$ cat config.mk
export PLATFORM = sky130hd
export DESIGN_NAME = wb_port_arbiter
export DESIGN_NICKNAME = d
export VERILOG_FILES = /design/src/rtl/wb_pkg.sv /design/src/rtl/wb_fifo.sv /design/src/rtl/wb_port_arbiter.sv
export SDC_FILE = /design/constraint.sdc
export NUM_CORES = 1
export LEC_CHECK = 0
export BUFFER_PORTS_ARGS = -buffer_cell sky130_fd_sc_hd__buf_2
export CAP_MARGIN = 0
export CORE_MARGIN = 2
export CORE_UTILIZATION = 53
export DETAILED_ROUTE_END_ITERATION = 10
export HOLD_SLACK_MARGIN = 0.02
export PLACE_DENSITY = 0.95
export SETUP_SLACK_MARGIN = 0.2
export SLEW_MARGIN = 10
export SYNTH_ARGS = -nofsm -noshare
export SYNTH_HDL_FRONTEND = slang
export SYNTH_SLANG_ARGS = --single-unit
$ cat constraint.sdc
create_clock -name clk -period 10.3 [get_ports clk]
set_clock_uncertainty 0.1 [all_clocks]
set_input_delay 0.515 -clock clk [delete_from_list [all_inputs] [get_ports clk]]
set_output_delay 0.515 -clock clk [all_outputs]
set_load 0.05 [all_outputs]
$ cat src/rtl/wb_pkg.sv
// Shared widths and the buffered writeback entry layout for the writeback port arbiter.
package wb_pkg;
  localparam int WB_DATA_W = 18;
  localparam int WB_ADDR_W = 4;

  typedef struct packed {
    logic [WB_ADDR_W-1:0] rd;
    logic [WB_DATA_W-1:0] data;
  } wb_entry_t;
endpackage

$ cat src/rtl/wb_fifo.sv
// Small in-order buffer for long-latency results; exposes every slot plus a valid
// vector so the owner can build a pending-register mask.
module wb_fifo
  import wb_pkg::*;
#(
  parameter int  DEPTH   = 2,
  parameter type entry_t = wb_entry_t
) (
  input  logic                       clk,
  input  logic                       rst,
  input  logic                       push,
  input  logic                       pop,
  input  entry_t                     din,
  output entry_t                     head,
  output logic [$clog2(DEPTH+1)-1:0] count,
  output logic                       empty,
  output logic [DEPTH-1:0]           valid,
  output entry_t [DEPTH-1:0]         entries
);
  localparam int PW = (DEPTH > 1) ? $clog2(DEPTH) : 1;
  localparam int CW = $clog2(DEPTH+1);

  entry_t [DEPTH-1:0] mem;
  logic   [PW-1:0]    wr_ptr, rd_ptr;

  function automatic logic [PW-1:0] nxt(input logic [PW-1:0] p);
    return (p == PW'(DEPTH-1)) ? '0 : p + PW'(1);
  endfunction

  // Push and pop never target the same slot: that would need count==0 and
  // count==DEPTH at once, since push is gated by full and pop by empty.
  always_ff @(posedge clk) begin
    if (rst) begin
      wr_ptr <= '0;
      rd_ptr <= '0;
      count  <= '0;
      valid  <= '0;
    end else begin
      if (push) begin
        mem[wr_ptr]   <= din;
        valid[wr_ptr] <= 1'b1;
        wr_ptr        <= nxt(wr_ptr);
      end
      if (pop) begin
        valid[rd_ptr] <= 1'b0;
        rd_ptr        <= nxt(rd_ptr);
      end
      if (push && !pop)      count <= count + CW'(1);
      else if (pop && !push) count <= count - CW'(1);
    end
  end

  assign head    = mem[rd_ptr];
  assign empty   = (count == '0);
  assign entries = mem;
endmodule

$ cat src/rtl/wb_port_arbiter.sv
// Single register-file write port shared by the pipeline writeback (always wins)
// and buffered long-latency results, with a starvation bubble request.
module wb_port_arbiter
  import wb_pkg::*;
#(
  parameter int DATA_W     = WB_DATA_W,
  parameter int ADDR_W     = WB_ADDR_W,
  parameter int DEPTH      = 2,
  parameter int STARVE_MAX = 4
) (
  input  logic                   clk,
  input  logic                   rst,
  input  logic                   RegWriteW,
  input  logic [ADDR_W-1:0]      RdW,
  input  logic [DATA_W-1:0]      ResultW,
  input  logic                   lu_valid,
  output logic                   lu_ready,
  input  logic [ADDR_W-1:0]      lu_rd,
  input  logic [DATA_W-1:0]      lu_data,
  output logic                   rf_we,
  output logic [ADDR_W-1:0]      rf_waddr,
  output logic [DATA_W-1:0]      rf_wdata,
  output logic                   stall_o,
  output logic [(1<<ADDR_W)-1:0] pend_mask
);
  localparam int CW = $clog2(DEPTH+1);

  typedef struct packed {
    logic [ADDR_W-1:0] rd;
    logic [DATA_W-1:0] data;
  } entry_t;

  entry_t               head;
  entry_t [DEPTH-1:0]   entries;
  logic   [CW-1:0]      count;
  logic                 empty, push, pop;
  logic   [DEPTH-1:0]   valid;
  logic   [3:0]         starve_cnt;

  assign lu_ready = !rst && (count < CW'(DEPTH));
  assign push     = lu_valid && lu_ready;
  assign pop      = !rst && !RegWriteW && !empty;

  wb_fifo #(.DEPTH(DEPTH), .entry_t(entry_t)) u_fifo (
    .clk     (clk),
    .rst     (rst),
    .push    (push),
    .pop     (pop),
    .din     ('{rd: lu_rd, data: lu_data}),
    .head    (head),
    .count   (count),
    .empty   (empty),
    .valid   (valid),
    .entries (entries)
  );

  always_comb begin
    rf_we    = 1'b0;
    rf_waddr = '0;
    rf_wdata = '0;
    if (!rst) begin
      if (RegWriteW) begin
        rf_we    = 1'b1;
        rf_waddr = RdW;
        rf_wdata = ResultW;
      end else if (!empty) begin
        rf_we    = 1'b1;
        rf_waddr = head.rd;
        rf_wdata = head.data;
      end
    end
  end

  always_comb begin
    pend_mask = '0;
    for (int i = 0; i < DEPTH; i++)
      if (valid[i]) pend_mask[entries[i].rd] = 1'b1;
  end

  // Counts cycles the head is blocked by the pipeline; on threshold asks the
  // hazard unit for one bubble, in which the head drains.
  always_ff @(posedge clk) begin
    if (rst) begin
      starve_cnt <= '0;
      stall_o    <= 1'b0;
    end else begin
      stall_o <= 1'b0;
      if (empty || pop) begin
        starve_cnt <= '0;
      end else if (starve_cnt + 4'd1 == 4'(STARVE_MAX)) begin
        starve_cnt <= '0;
        stall_o    <= 1'b1;
      end else begin
        starve_cnt <= starve_cnt + 4'd1;
      end
    end
  end
endmodule

; Word-level counts from Yosys, hierarchy flattened
; Index checks and enable logic that the tools add are counted.
[op_classes]
n_eq_ne = 1
n_bitwise = 5
reduce_logical = 21
magnitude_cmp = 9
mux = 32
n_addsub = 5
[op_table]
columns = operator, n
row1 = two-way mux 22 bit, 3
row2 = two-way mux 18 bit, 3
row3 = bitwise mux 44 bit, 1
row4 = two-way mux 16 bit, 2
row5 = demux 22 bit (select 1 bit), 1
row6 = OR 16 bit, 1
row7 = two-way mux 4 bit, 3
row8 = logical AND 1 bit, 10
row9 = "less-than comparator 4 x 5 -> 1 bit, second input constant", 2
row10 = two-way mux 1 bit, 10
row11 = two-way mux 2 bit, 5
row12 = demux 1 bit (select 4 bit), 2
row13 = ">= comparator 4 x 1 -> 1 bit, second input constant", 2
row14 = zero test 1 bit, 5
row15 = "adder 4 x 1 -> 4 bit, second input constant", 1
row16 = "== test 4 x 3 -> 1 bit, second input constant", 1
row17 = "less-than comparator 1 x 2 -> 1 bit, second input constant", 2
row18 = OR reduction 3 bit, 1
row19 = "adder 1 bit, second input constant", 2
row20 = "adder 2 x 1 -> 2 bit, second input constant", 1
row21 = bitwise AND 2 bit, 1
row22 = demux 1 bit (select 1 bit), 2
row23 = ">= comparator 1 bit, second input constant", 2
row24 = zero test 2 bit, 1
row25 = other kinds (9), 9
[word_totals]
elab_cells = 83
reg_bits = 55

; Logic depth before layout (Yosys ltp)
[depth]
depth_word = 9
ltp_mapped = 7

; Hierarchy
; From an unflattened synthesis, not the netlist that was laid out.
[unflattened]
cells_unflattened = 181
hier_area_um2 = 2547.4
[modules_own_cells]
columns = module, area_per_inst_um2, seq_area_each_um2, cells_each, instances
row1 = wb_fifo, 1840.5, 1441.4, 97, 1
row2 = wb_port_arbiter, 706.9, 100.1, 84, 1

; Least setup slack after synthesis
; Ideal clock, no wire load.
[synth_timing]
path_type = input -> register
startpoint = input port rst
endpoint = register u_fifo.mem, in the netlist u_fifo.entries[0] (enable)
arrival_ns = 3.106
required_time_ns = 9.731
stages = 2
setup_slack_ns = 6.626
cell_sequence = buf_2 -> nor4b_1
[synth_via]
elab_chain_len = 4
elab_cells_between_ends = 5
cone_classes = 1 x bitwise / 4 x reduce/logical
[synth_lines]
columns = element, line
row1 = start: declaration, wb_port_arbiter.sv:12  ; input logic rst,
row2 = zero test 1 bit, -
row3 = logical AND 1 bit, wb_port_arbiter.sv:40  ; assign lu_ready = !rst && (count < CW'(DEPTH));
row4 = logical AND 1 bit, wb_port_arbiter.sv:41  ; assign push = lu_valid && lu_ready;
row5 = AND reduction 2 bit (no source line) *, -
row6 = end signal: indexed assignment, wb_fifo.sv:40  ; mem[wr_ptr] <= din;
row7 = end: declaration, wb_fifo.sv:23  ; entry_t [DEPTH-1:0] mem;
; Every way passes the cells marked *; elsewhere a longest branch is shown, timed or not.
; A chain may end at the register's enable or synchronous reset.

; Worst setup path in the final report
[layout_timing]
startpoint = input port rst
endpoint = output port rf_wdata[15]
[layout_via]
elab_chain_len = 1
[layout_lines]
columns = element, line
row1 = two-way mux 18 bit, wb_port_arbiter.sv:61  ; if (!rst) begin
row2 = end: declaration, wb_port_arbiter.sv:22  ; output logic [DATA_W-1:0] rf_wdata,
; Every way passes these cells.

==> results.yml <==
synthesis:
  synthTopCellsByCount: "edfxtp_1, nand2_1, mux2i_1, o21ai_1, nor2_1"
  synth_top_family_by_area: "simple AND/OR/NAND/NOR gates"
  synth_top_area_frac: 0.529
  synth_largest_area_cell: "edfxtp_1"
  yosysWarnings: 0
  synthDistinctLibCells: 32
  synth_compound_area_frac: 0.103
  synth_area_leaders: "edfxtp_1, dfxtp_1, mux2i_1"
  ys_seq_area_frac: 0.617
  ys_seq_elements: 55
  synth_cells: 211
  yosysMostFrequentCell: "edfxtp_1"
  yosys.area_share.adder: 0.0100
  synth_flop_cell: "edfxtp_1"
  synth_area_um2: 2500
  synth_edf_count: 44
  yosys.area_share.xor_xnor: 0.0140
  yosys.area_share.simple: 0.137
  synth.avg_cell_area_um2: 11.8
  muxShareOfSynthArea: 0.0927
  synthArstFlopShare: 0
  syn_nets: 261
floorplanning:
  die_x_um: 72.6
  die_h_um: 72.6
  initial_core_util: 0.562
  coreArea_um2: 4440
  ios: 89
  die-area_um2: 5280
  fp-row-count: 24
sta:
  hold_viol_final: 0
  rsz0062_at_grt: "no"
  max_freq_mhz: 380
  slew_viol_final: 0
  holdWs_ns: 0.293
  fin_crit_sh: 0.256
  tightest_slew_ns: 0.994
  totalNegativeSetupSlack_ns: 0
  relSlewSlack: 0.337
  fin_crit_ns: 2.63
  setup_viol: 0
detailed_routing:
  drt_first_pass_iters: 5
  ant_nets: 0
  drc: 0
  viasPerCell: 5.59
  dr.first_iter.drc_count: 118
  num_vias: 1963
  wl_per_cell_um: 14.9
  wl_mm: 5.25
min_path:
  min_path_type: "in2reg"
  holdPathStages: 1
finish:
  drive_above_1_share: 0.344
  utilization: 0.688
  fillers: 332
  fin_nets: 348
  area_growth_pct: 22.4
  n_antenna_cell: 0
  fin_area_um2: 3060
global_routing:
  grt.overflow.total: 0
  gr-usage-met1: 0.228
  grt_pass1_vias: 1899
  grt_use_met2: 0.384
  antenna_found_initial: 0
  grt_pass1_wl_mm: 8.19
  grtUsageTotal: 0.206
  grt_start_max_net_pins: 27
  grt_use_met3: 0.0580
  grt.busiest_layer: "met2"
run_status:
  status: "finished, final reports clean"
worst_setup_path:
  critical-path-max-stage-delay_ns: 0.78
  cpMostUsedCell: "buf_2"
  cp_max_fo: 24
  critical_path_buf_inv_count: 2
  cp_top_family: "simple AND/OR/NAND/NOR gates"
  r2r_cells: 2
  critPathKind: "in2out"
  worstPathCellList: "buf_2 -> nor2b_2 -> nand2_1 -> o21ai_1 -> buf_2"
  end_kind: "output pin"
  cp.depth: 5
  cp-start-kind: "primary input"
  critPathArrivalTime_ns: 2.02
  required_ns: 9.69
  cp_slowest_cell: "nor2b_2"
clock_network:
  cts_root_buffer: "clkbuf_8"
  clk_latency_ns: 0.30
  ctsHoldBuffers: 0
  cts_max_level: 2
  clk_pin_slew_ns: 0.09
  cts_sinks: 55
  post_cts_resized: 0
  clockBufferDepth: 2
  tritoncts: "done"
  numCtsBuffers: 5
  postCtsSetupRepairBufs: 0
run:
  cap_violations: 0
power:
  power_density_nw_per_um2: 161
  ir_drop_uv: 129
  power_uw: 493
  p_leak_nw: 1.20
placed_design:
  post_dp_cell_area_um2: 2970
  gp_congestion: 0.824
  dp_hpwl_mm: 3.80
  port_buffers: 88
[cell usage in the layout (no fill, tap or decap), types with 2 or more instances in the layout]
cell / instances
nand2_1: 29
inv_1: 2
or3_1: 2
mux2i_1: 22
buf_4: 2
o21ai_1: 19
o32ai_1: 3
dfxtp_1: 11
o22ai_1: 12
nand3b_1: 4
edfxtp_1: 44
clkbuf_8: 5
a21oi_1: 3
ha_1: 2
nand3_1: 5
nand2b_1: 5
xor2_1: 3
nor2_1: 13
nor3_1: 3
o21ai_0: 6
or2_2: 2
buf_2: 88
nor3b_1: 2
[per-stage QoR]
step                cells  setup slack [ns]
floorplan             211              6.63
global placement      343              7.74
detailed placement    343              7.66
CTS                   351              7.66
global route          351              7.50
finish                351              7.67
[routing by layer]
metal	vias up	share of wire
met5	-	0
met4	0	0.013
met3	8	0.056
met2	70	0.53
met1	928	0.40
li1	957	-
[registers in the layout, indices dropped and copies added, names as in the netlist]
| name | flops |
|---|---|
| stall_o | 1 |
| u_fifo.valid | 2 |
| u_fifo.entries | 44 |
| starve_cnt | 4 |
| u_fifo.count | 2 |
| u_fifo.rd_ptr | 1 |
| u_fifo.wr_ptr | 1 |
[logic make-up after synthesis]
| family | count (synthesis) |
|---|---|
| and+or+nand+nor | 70 |
| AOI/OAI and AO/OA | 45 |
| DFF | 55 |
| buffers and inverters | 12 |
| muxes | 23 |
| adders and majority gates | 2 |
| xor gates and xnor gates | 4 |
[power by group]
group          leakage (nW)  switching (mW)  internal (mW)
Clock                0.0418          0.0674         0.0489
Combinational         0.670          0.0777         0.0358
Sequential            0.493         0.00887          0.254
[final timing paths]
path / start / endpoint / slack, ns
setup / recovery: rst / rf_wdata[15] / 7.67
hold / removal: lu_data[5] / u_fifo.entries[27]$_DFFE_PP_ / 0.29
setup reg to reg: u_fifo.count[1]$_SDFFE_PP0P_ / u_fifo.entries[40]$_DFFE_PP_ / 8.07
hold reg to reg: starve_cnt[0]$_SDFF_PP0_ / starve_cnt[0]$_SDFF_PP0_ / 0.38
[cell type report]
cell class	count	area (µm²)	area share
multi-input combinational	144	898	0.294
timing repair buffer	90	455	0.149
clock inverter	2	16.3	0.00532
inverter	2	7.51	0.00246
sequential	55	1540	0.504
tap	52	65.1	0.0213
clock buffer	6	72.6	0.0237
(Power assumes the default switching activity.)
